[src/rtl/otter_cu_fsm.sv]
// Multicycle control FSM for the OTTER RV32I MCU: fetch, execute, writeback and
// interrupt entry, with stalls on the data-memory handshake.
module otter_cu_fsm #(
    parameter int unsigned IMM_SEL_W = 3
) (
    input  logic                 CLK,
    input  logic                 RST_N,
    input  logic [6:0]           CU_opcode,
    input  logic [2:0]           CU_func3,
    input  logic                 CU_intr,
    input  logic                 CU_mie,
    input  logic                 CU_dmem_ready,
    output logic                 CU_rst,
    output logic                 CU_pc_write,
    output logic                 CU_reg_write,
    output logic                 CU_mem_rden1,
    output logic                 CU_mem_rden2,
    output logic                 CU_mem_we2,
    output logic                 CU_csr_we,
    output logic                 CU_int_taken,
    output logic [IMM_SEL_W-1:0] CU_imm_sel,
    output logic [2:0]           CU_state
);

    typedef enum logic [2:0] {
        StInit  = 3'd0,
        StFetch = 3'd1,
        StExec  = 3'd2,
        StWb    = 3'd3,
        StIntr  = 3'd4
    } state_e;

    localparam logic [6:0] OpLoad   = 7'b0000011;
    localparam logic [6:0] OpStore  = 7'b0100011;
    localparam logic [6:0] OpOp     = 7'b0110011;
    localparam logic [6:0] OpImm    = 7'b0010011;
    localparam logic [6:0] OpJalr   = 7'b1100111;
    localparam logic [6:0] OpLui    = 7'b0110111;
    localparam logic [6:0] OpAuipc  = 7'b0010111;
    localparam logic [6:0] OpJal    = 7'b1101111;
    localparam logic [6:0] OpBranch = 7'b1100011;
    localparam logic [6:0] OpSystem = 7'b1110011;

    localparam logic [IMM_SEL_W-1:0] ImmI = IMM_SEL_W'(0);
    localparam logic [IMM_SEL_W-1:0] ImmS = IMM_SEL_W'(1);
    localparam logic [IMM_SEL_W-1:0] ImmB = IMM_SEL_W'(2);
    localparam logic [IMM_SEL_W-1:0] ImmU = IMM_SEL_W'(3);
    localparam logic [IMM_SEL_W-1:0] ImmJ = IMM_SEL_W'(4);

    state_e r_state;
    state_e w_state_next;
    state_e w_exit_state;
    logic   r_intr_pending;
    logic   w_is_load;
    logic   w_store_stall;

    assign w_is_load     = (CU_opcode == OpLoad);
    assign w_store_stall = (CU_opcode == OpStore) && !CU_dmem_ready;
    // Interrupts are only taken at an instruction boundary.
    assign w_exit_state  = r_intr_pending ? StIntr : StFetch;

    always_ff @(posedge CLK) begin
        if (!RST_N) begin
            r_state        <= StInit;
            r_intr_pending <= 1'b0;
        end else begin
            r_state <= w_state_next;
            // Leaving INTR clears the request even if a new one arrives on the same edge.
            if (r_state == StIntr) begin
                r_intr_pending <= 1'b0;
            end else if (CU_intr && CU_mie) begin
                r_intr_pending <= 1'b1;
            end
        end
    end

    always_comb begin
        w_state_next = StInit;
        case (r_state)
            StInit:  w_state_next = StFetch;
            StFetch: w_state_next = StExec;
            StExec: begin
                if (w_is_load) begin
                    w_state_next = StWb;
                end else if (w_store_stall) begin
                    w_state_next = StExec;
                end else begin
                    w_state_next = w_exit_state;
                end
            end
            StWb:    w_state_next = CU_dmem_ready ? w_exit_state : StWb;
            StIntr:  w_state_next = StFetch;
            default: w_state_next = StInit;
        endcase
    end

    always_comb begin
        CU_rst       = 1'b0;
        CU_pc_write  = 1'b0;
        CU_reg_write = 1'b0;
        CU_mem_rden1 = 1'b0;
        CU_mem_rden2 = 1'b0;
        CU_mem_we2   = 1'b0;
        CU_csr_we    = 1'b0;
        CU_int_taken = 1'b0;
        CU_imm_sel   = ImmI;
        case (r_state)
            StInit:  CU_rst = 1'b1;
            StFetch: CU_mem_rden1 = 1'b1;
            StExec: begin
                case (CU_opcode)
                    OpLoad: CU_mem_rden2 = 1'b1;
                    OpStore: begin
                        CU_mem_we2  = 1'b1;
                        CU_imm_sel  = ImmS;
                        CU_pc_write = CU_dmem_ready;
                    end
                    OpOp, OpImm, OpJalr: begin
                        CU_reg_write = 1'b1;
                        CU_pc_write  = 1'b1;
                    end
                    OpLui, OpAuipc: begin
                        CU_reg_write = 1'b1;
                        CU_pc_write  = 1'b1;
                        CU_imm_sel   = ImmU;
                    end
                    OpJal: begin
                        CU_reg_write = 1'b1;
                        CU_pc_write  = 1'b1;
                        CU_imm_sel   = ImmJ;
                    end
                    OpBranch: begin
                        CU_pc_write = 1'b1;
                        CU_imm_sel  = ImmB;
                    end
                    OpSystem: begin
                        CU_pc_write = 1'b1;
                        if (CU_func3 == 3'b001) begin
                            CU_csr_we    = 1'b1;
                            CU_reg_write = 1'b1;
                        end
                    end
                    // Illegal opcodes retire as a NOP.
                    default: CU_pc_write = 1'b1;
                endcase
            end
            StWb: begin
                CU_reg_write = CU_dmem_ready;
                CU_pc_write  = CU_dmem_ready;
            end
            StIntr: begin
                CU_int_taken = 1'b1;
                CU_pc_write  = 1'b1;
            end
            default: ;
        endcase
    end

    assign CU_state = r_state;

endmodule

[config.mk]
export PLATFORM = sky130hd
export DESIGN_NAME = otter_cu_fsm
export DESIGN_NICKNAME = d
export VERILOG_FILES = /design/src/rtl/otter_cu_fsm.sv
export SDC_FILE = /design/constraint.sdc
export NUM_CORES = 1
export LEC_CHECK = 0
export BUFFER_PORTS_ARGS = -buffer_cell sky130_fd_sc_hd__buf_2
export CORE_AREA = 2 2 39 41
export CTS_BUF_LIST = sky130_fd_sc_hd__clkbuf_2
export DETAILED_ROUTE_END_ITERATION = 16
export DIE_AREA = 0 0 41 43
export SKIP_LAST_GASP = 1
export SLEW_MARGIN = 5
export SYNTH_ARGS = -nofsm -noshare
export SYNTH_HDL_FRONTEND = slang
export SYNTH_SLANG_ARGS = --single-unit
[constraint.sdc]
create_clock -name CLK -period 1.8 [get_ports CLK]
set_clock_uncertainty 0.2 [all_clocks]
set_input_delay 0.09 -clock CLK [delete_from_list [all_inputs] [get_ports CLK]]
set_output_delay 0.09 -clock CLK [all_outputs]
set_load 0.05 [all_outputs]
# Word level (Yosys, flattened, before mapping)
# Cells that the tools add are included.
[word_totals] register_bits=4 wordCells=47 rom_bits=0 inputBits=15 ramBits=0 latch_bits=0 mem_count=0 out_inout_bits=14
[op_classes] eq_ne=15 add_sub_neg=0 reduce_logical=8 muxes=21 bitwise=1 n_mul=0 n_div=0 n_lt_le_gt_ge=0 n_shift=0
[op_table] operator="7-bit equality test (second input constant)" n=4
[op_table] operator="3-bit case mux with 4 select lines" n=2
[op_table] operator="7-bit by 6-bit equality test with 1-bit output (second input constant)" n=3
[op_table] operator="3-bit two-way mux" n=5
[op_table] operator="7-bit by 5-bit equality test with 1-bit output (second input constant)" n=2
[op_table] operator="1-bit two-way mux" n=10
[op_table] operator="7-bit by 2-bit equality test with 1-bit output (second input constant)" n=1
[op_table] operator="3-bit by 1-bit equality test with 1-bit output (second input constant)" n=2
[op_table] operator="3-bit by 2-bit equality test with 1-bit output (second input constant)" n=2
[op_table] operator="1-bit case mux with 2 select lines" n=3
[op_table] operator="2-bit OR reduction" n=3
[op_table] operator="6-bit OR reduction" n=1
[op_table] operator="3-bit equality test (second input constant)" n=1
[op_table] operator="3-bit logical NOT" n=1
[op_table] operator="1-bit case mux with 3 select lines" n=1
[op_table] operator="1-bit logical AND" n=2
[op_table] operator="1-bit logical NOT" n=1
[op_table] operator="1-bit NOT" n=1

# Longest topological paths before layout
# Gate-level depths: netlist (run 1).
[logic_depth] ltp_word=5 mapped_depth=5 ltp_nobuf=4

# Worst setup path before layout (run 1)
# No wires, ideal clock.
[synth_timing] kind="register to output" start="reg r_state[1], in the netlist CU_state[1]" end="out CU_mem_rden2" path_stages_with_launch=4 arrival_time_ns=2.594 n_path_buf=1 setup_slack_ns=-1.084 path_cell_list="dfxtp_1 > nand2b_1 > buf_6 > nor4b_1"
[synth_via] elab_chain_cells=2
[synth_lines] item="start, declared" line_no="50" rtl="state_e r_state;"
[synth_lines] item="start signal, assigned" line_no="64" rtl="r_state <= StInit;"
[synth_lines] item="start signal, assigned" line_no="67" rtl="r_state <= w_state_next;"
[synth_lines] item="3-bit by 2-bit equality test with 1-bit output" line_no="107" rtl="case (r_state)"
[synth_lines] item="1-bit two-way mux" line_no="107"
[synth_lines] item="end, declared" line_no="17" rtl="output logic CU_mem_rden2,"
# Every way passes these cells.

# Worst setup path after layout (run 1)
[layout_timing] start="reg r_state[2], in the netlist CU_state[2]" end="out CU_reg_write"
[layout_via] elab_chain_cells=2 elab_cells_between_ends=3 cone_classes="eq/ne: 2; mux: 1"
[layout_lines] item="3-bit by 2-bit equality test with 1-bit output" line_no="107"
[layout_lines] item="1-bit case mux with 2 select lines *" line_no="107"
[layout_lines] item="end, declared" line_no="15" rtl="output logic CU_reg_write,"
# Mark *: on every way between the ends. The rest lies on a longest branch, timed or not.

==> results of run 1 <==
==> cells by family after synthesis <==
| family | share of synthesized area |
|---|---|
| buf+inv | 0.0708 |
| compound gates | 0.207 |
| flops | 0.189 |
| simple gates | 0.534 |
==> layout make-up <==
type	instances	area (um^2)	share of cell area
Timing Repair Buffer	37	239	0.325
Tap cell	16	20.0	0.0272
Inverter	4	15.0	0.0204
Clock buffer	3	15.0	0.0204
Multi-Input combinational cell	47	358	0.486
Sequential cell	4	88.8	0.121
==> Yosys cell counts, types with 2 or more instances <==
master | instances | share of area
nand2_1 | 6 | 0.053
nor3_1 | 5 | 0.059
a21oi_1 | 4 | 0.047
dfxtp_1 | 4 | 0.19
inv_1 | 4 | 0.035
nand2b_1 | 4 | 0.059
nor2_1 | 4 | 0.035
a211oi_1 | 2 | 0.035
nor4_1 | 2 | 0.029
nor4b_1 | 2 | 0.041
o21ai_0 | 2 | 0.024
==> per-stage QoR <==
step / utilization / hold slack [ns] / total power [mW] / std cells
after floorplan: - / -0.00103 / 0.253 / 57
after global placement: 0.467 / 0.152 / 0.313 / 103
after detailed placement: 0.467 / 0.151 / 0.315 / 103
after CTS: 0.514 / 0.0576 / 0.413 / 110
after global routing: 0.532 / 0.0828 / 0.443 / 111
final: 0.532 / 0.0788 / 0.418 / 111
==> routing by layer <==
| layer | part of all wire | routed length (um) |
|---|---|---|
| met2 | 0.51 | 702 |
| met1 | 0.44 | 608 |
| met5 | 0 | 0 |
| met4 | 0.014 | 19 |
| met3 | 0.040 | 55 |
==> worst max-delay path, delay by kind of cell, from the launching register on <==
kind            cells  cell delay [ns]
buf+inv             1             0.17
flops               1             0.33
compound gates      1             0.14
simple gates        3             0.72
==> where the power goes <==
group          internal, mW  leakage [nW]  switching (mW)
registers            0.0969        0.0346         0.00641
logic                0.0737         0.304           0.150
clock network        0.0449        0.0125          0.0460
total                 0.216         0.351           0.203
==> sequential cells by signal, summed over array words and instances, names as in the netlist <==
register        count
r_intr_pending      1
CU_state            3
==> worst paths after layout <==
path / slack, ns / from / end / depth (start not counted)
hold reg to reg: 0.24 / r_intr_pending / CU_state[2] / 2
setup reg to reg: 0.46 / r_intr_pending / r_intr_pending / 3
hold / removal: 0.08 / CU_opcode[5] / CU_state[0] / 4
setup / recovery: -0.07 / CU_state[2] / CU_reg_write / 5
==> layout by cell type, fill, tap and decap left out, types with 2 or more instances in the layout <==
| cell type | count |
|---|---|
| a211oi_1 | 2 |
| buf_2 | 24 |
| inv_1 | 4 |
| nor3_1 | 4 |
| dfxtp_4 | 2 |
| nand2b_1 | 3 |
| a21oi_1 | 4 |
| nor4b_2 | 2 |
| dlygate4sd3_1 | 4 |
| buf_6 | 3 |
| nand2_1 | 6 |
| clkbuf_2 | 3 |
| nor4_2 | 2 |
| nor2_1 | 4 |
| buf_4 | 5 |
==> what timing repair did <==
item	CTS	global route
pin swaps	0	0
setup endpoints to repair	4	5
buffers inserted	0	1
hold buffers	4	0
endpoints found under the hold margin	4	0
resized for setup	4	4
==> out/metrics.yaml, run 1 <==
status:
  outcome: "complete, but fails checks"
  violations: "negative setup slack"
timing:
  period_share: 1.04
  rsz0062_at_grt: "yes"
  clock.fmax_mhz: 536
  final.min_clock_period_ns: 1.87
  slew_headroom: 0.804
  tightest_slew_ns: 0.291
  report.final.setup_viol: 2
  report.final.slew_viol_count: 0
  setup_ws_ns: -0.0667
  finalSetupTns_ns: -0.108
  hold_viol: 0
synth:
  async_reset_ff_frac: 0
  postSynthAreaPerCell_um2: 7.44
  synth-seq-cells: 4
  yosys_warnings: 0
  syn_inst: 57
  ys_seq_area_frac: 0.189
  ys.flop_type: "dfxtp_1"
  synth_area_um2: 424
  synth.net_count: 72
  synth_edf_count: 0
  netlist-cell-type-count: 29
setup_path:
  cp_slowest_cell: "or4_4"
  end_kind: "output port"
  crit_fanout: 3
  cp_data_arrival_time_ns: 1.58
  cp_cell_sequence: "nand2b_4 -> or4_4 -> nor3_4 -> o21bai_4 -> buf_6"
  start_kind: "register"
  worstSetupPathType: "register to output port"
  slowest_delay_ns: 0.45
  worstPathRequired_ns: 1.51
place:
  pre_cts_slack_ns: 0.0606
  port_buffers: 28
  hpwlAfterDp_um: 999
  placed_area_um2: 646
  place.gp.congestion: 0.781
clock_network:
  htree_levels: 1
  clock_latency_ns: 0.23
  cts_inserted_buffers: 3
  cts_tree: "built"
  cts.path.max_buffers: 2
  clk_pin_slew_worst_paths_ns: 0.06
  root_buffer: "clkbuf_2"
  clock-sinks: 4
die:
  start_util: 0.307
  die_area_mm2: 0.00176
  dieWidth_um: 41
  rows: 14
  die_h_um: 43
  coreArea_mm2: 0.00138
  ios: 29
route:
  postRouteAntennaNets: 0
  drtPass1Iterations: 4
  drt-initial-drc-count: 8
  wl_um: 1390
  wl_per_cell_um: 12.5
  vias: 576
  drc: 0
  viasPerCell: 5.19
worst_hold_path:
  min_path_type: "primary input to register"
global_route:
  grt_pass1_vias: 513
  grt_pass1_wl_um: 2140
  grt_max_degree: 16
  met3_usage: 0.0628
  gr-max-usage-layer: "met2"
  antenna_found_initial: 0
  grt_use_met1: 0.223
  grtUsageMet2: 0.266
  grt_usage: 0.179
  gr-total-overflow: 0
finish:
  fillers: 138
  finalInstanceArea_um2: 736
  drive_gt1_frac: 0.526
  num-nets-final: 112
  syn_to_final_growth_pct: 73.5
  num_antenna_cells: 0
pwr:
  leakage_nw: 0.351
  power_density_mw_per_mm2: 568
  ir_drop_mv: 0.450
flow_run:
  maxCapViolCount: 0
Power figures use the tool's default switching activity.
==> run 2: changes to the inputs <==
- RECOVER_POWER: unset -> 50
==> run 2 against run 1 <==
  * Setup slack got worse by 0.0024 ns
  * Combinational power about the same
  * Clock-buffer cell count unchanged
  * Sequential power about the same
  * The run still ends with negative setup slack left
  * Largest power group unchanged
==> out/metrics.yaml, run 2 (synthesized netlist as in run 1, its figures left out) <==
global_route:
  grt_pass1_vias: 513  # unchanged
  gr-total-overflow: 0  # unchanged
  antenna_found_initial: 0  # unchanged
  grt_use_met1: 0.223  # unchanged
  met3_usage: 0.0628  # unchanged
  grt_usage: 0.179  # unchanged
  gr-max-usage-layer: "met2"  # unchanged
  grt_pass1_wl_um: 2140  # unchanged
  grtUsageMet2: 0.266  # unchanged
  grt_max_degree: 16  # unchanged
finish:
  fillers: 139  # was 138
  drive_gt1_frac: 0.495  # was 0.526
  layout_commonest_cell: "buf_2"  # unchanged
  largest_register_ffs: 3  # unchanged
  syn_to_final_growth_pct: 72.6  # was 73.5%
  num_antenna_cells: 0  # unchanged
  final_cell_mix: "buf_2, nand2_1, buf_4"  # unchanged
  num-nets-final: 112  # unchanged
timing:
  setup_ws_ns: -0.0691  # was -0.0667 ns
  report.final.setup_viol: 2  # unchanged
  finalSetupTns_ns: -0.113  # was -0.108 ns
  final.min_clock_period_ns: 1.87  # about the same
  clock.fmax_mhz: 535  # was 536 MHz
  worst_hold_slack_ns: 0.0801  # was 0.0788 ns
  rsz0062_at_grt: "yes"  # unchanged
  tightest_slew_ns: 0.592  # was 0.291 ns
  period_share: 1.04  # about the same
  hold_viol: 0  # unchanged
  slew_headroom: 0.607  # was 0.804
  report.final.slew_viol_count: 0  # unchanged
route:
  vias: 574  # was 576
  drtPass1Iterations: 3  # was 4
  viasPerCell: 5.17  # was 5.19
  wl_per_cell_um: 12.5  # about the same
  postRouteAntennaNets: 0  # unchanged
  wl_um: 1390  # about the same
  drc: 0  # unchanged
  drt-initial-drc-count: 8  # unchanged
setup_path:
  r2r-start: "CU_state[0]"  # was r_intr_pending
  cp_slowest_cell: "or4_4"  # unchanged
  reg2reg_slack_ns: 0.45  # was 0.46 ns
  start_kind: "register"  # unchanged
  cp_cell_sequence: "nand2b_4 -> or4_4 -> nor3_4 -> o21bai_4 -> buf_6"  # unchanged
  r2r_cells: 3  # unchanged
  slowest_delay_ns: 0.45  # about the same
  end_kind: "output port"  # unchanged
  crit_fanout: 3  # unchanged
  worstPathRequired_ns: 1.51  # about the same
  worstSetupPathType: "register to output port"  # unchanged
  rr_endpoint: "CU_state[0]"  # was r_intr_pending
  cp_data_arrival_time_ns: 1.58  # about the same
clock_network:
  cts.path.max_buffers: 2  # unchanged
  root_buffer: "clkbuf_2"  # unchanged
  clock-sinks: 4  # unchanged
  clock_latency_ns: 0.23  # about the same
  htree_levels: 1  # unchanged
  cts_inserted_buffers: 3  # unchanged
  clk_pin_slew_worst_paths_ns: 0.06  # about the same
  cts_tree: "built"  # unchanged
worst_hold_path:
  hold_end: "CU_state[0]"  # unchanged
  hold_depth: 4  # unchanged
  worstHoldStart: "CU_opcode[5]"  # unchanged
  min_path_type: "primary input to register"  # unchanged
die:
  ios: 29  # unchanged
  die_area_mm2: 0.00176  # unchanged
  coreArea_mm2: 0.00138  # unchanged
  die_h_um: 43  # unchanged
  dieWidth_um: 41  # unchanged
  start_util: 0.307  # unchanged
  rows: 14  # unchanged
status:
  violations: "negative setup slack"  # unchanged
  outcome: "complete, but fails checks"  # unchanged
pwr:
  switchingPower_uw: 203  # about the same
  swShare: 0.487  # was 0.484
  power_density_mw_per_mm2: 569  # was 568 mW/mm^2
  seq_power_share: 0.248  # was 0.247
  combPwrFrac: 0.534  # was 0.536
  leakage_nw: 0.340  # was 0.351 nW
  p_clk_frac: 0.217  # about the same
  intPower_uw: 214  # was 216 uW
  ir_drop_mv: 0.447  # was 0.450 mV
flow_run:
  maxCapViolCount: 0  # unchanged
place:
  pre_cts_slack_ns: 0.0606  # unchanged
  place.gp.congestion: 0.781  # unchanged
  port_buffers: 28  # unchanged
  hpwlAfterDp_um: 999  # unchanged
## run 2: cell count changes in the layout (fill, tap and decap cells not counted)
| cell | delta |
|---|---|
| buf_2 | -3 |
| clkbuf_1 | +3 |
## run 2: what timing repair did
| action | in CTS | in global routing |
|---|---|---|
| hold buffers | 4 | 0 |
| gates resized for setup | 4 | 4 |
| setup buffers | 0 | 1 |
| hold endpoints to repair | 4 | 0 |
| endpoints found under the setup margin | 4 | 5 |
## run 2: worst max-delay path by stage
stage / cells past startpoint / to / startpoint
floorplan: 5 / CU_reg_write / CU_state[2]
CTS: 5 / CU_reg_write / CU_state[2]
global placement: 5 / CU_reg_write / CU_state[2]
finish: 5 / CU_reg_write / CU_state[2]
detailed placement: 5 / CU_reg_write / CU_state[2]
global route: 5 / CU_reg_write / CU_state[2]
## run 2: layer usage
layer  wire length [um]  up-vias
met5                  0        -
met4                 19        0
met3                 51        2
met2                682       11
met1                637      269
li1                   -      292
## run 2: through the flow
step	area, um^2	total power [mW]	util	std cells
2_1_floorplan	470	0.253	-	57
3_3_place_gp	646	0.313	0.467	103
3_5_place_dp	646	0.315	0.467	103
4_1_cts	712	0.413	0.514	110
5_1_grt	732	0.442	0.529	111
6_report	732	0.417	0.529	111
## run 2: critical path: cells and delay by family (launching register included)
family,cells,cell delay (ns)
flip-flops,1,0.33
AO/OA/AOI/OAI,1,0.14
buffers and inverters,1,0.17
AND/OR/NAND/NOR,3,0.72
## run 2: power groups by stage
stage / Clock, mW / Combinational, mW / Sequential [mW]
after floorplan: 0 / 0.119 / 0.133
after global placement: 0 / 0.206 / 0.107
after detailed placement: 0 / 0.207 / 0.108
after CTS: 0.0907 / 0.216 / 0.106
after global routing: 0.100 / 0.237 / 0.104
final: 0.0906 / 0.223 / 0.103
## run 2: cell type report
type                    instances  area, um^2  share of cell area
clock buffers                   3        15.0              0.0205
multi-input cells              47         358               0.489
repair buffers                 37         235               0.321
well taps                      16        20.0              0.0274
inverters                       4        15.0              0.0205
flip-flops and latches          4        88.8               0.121
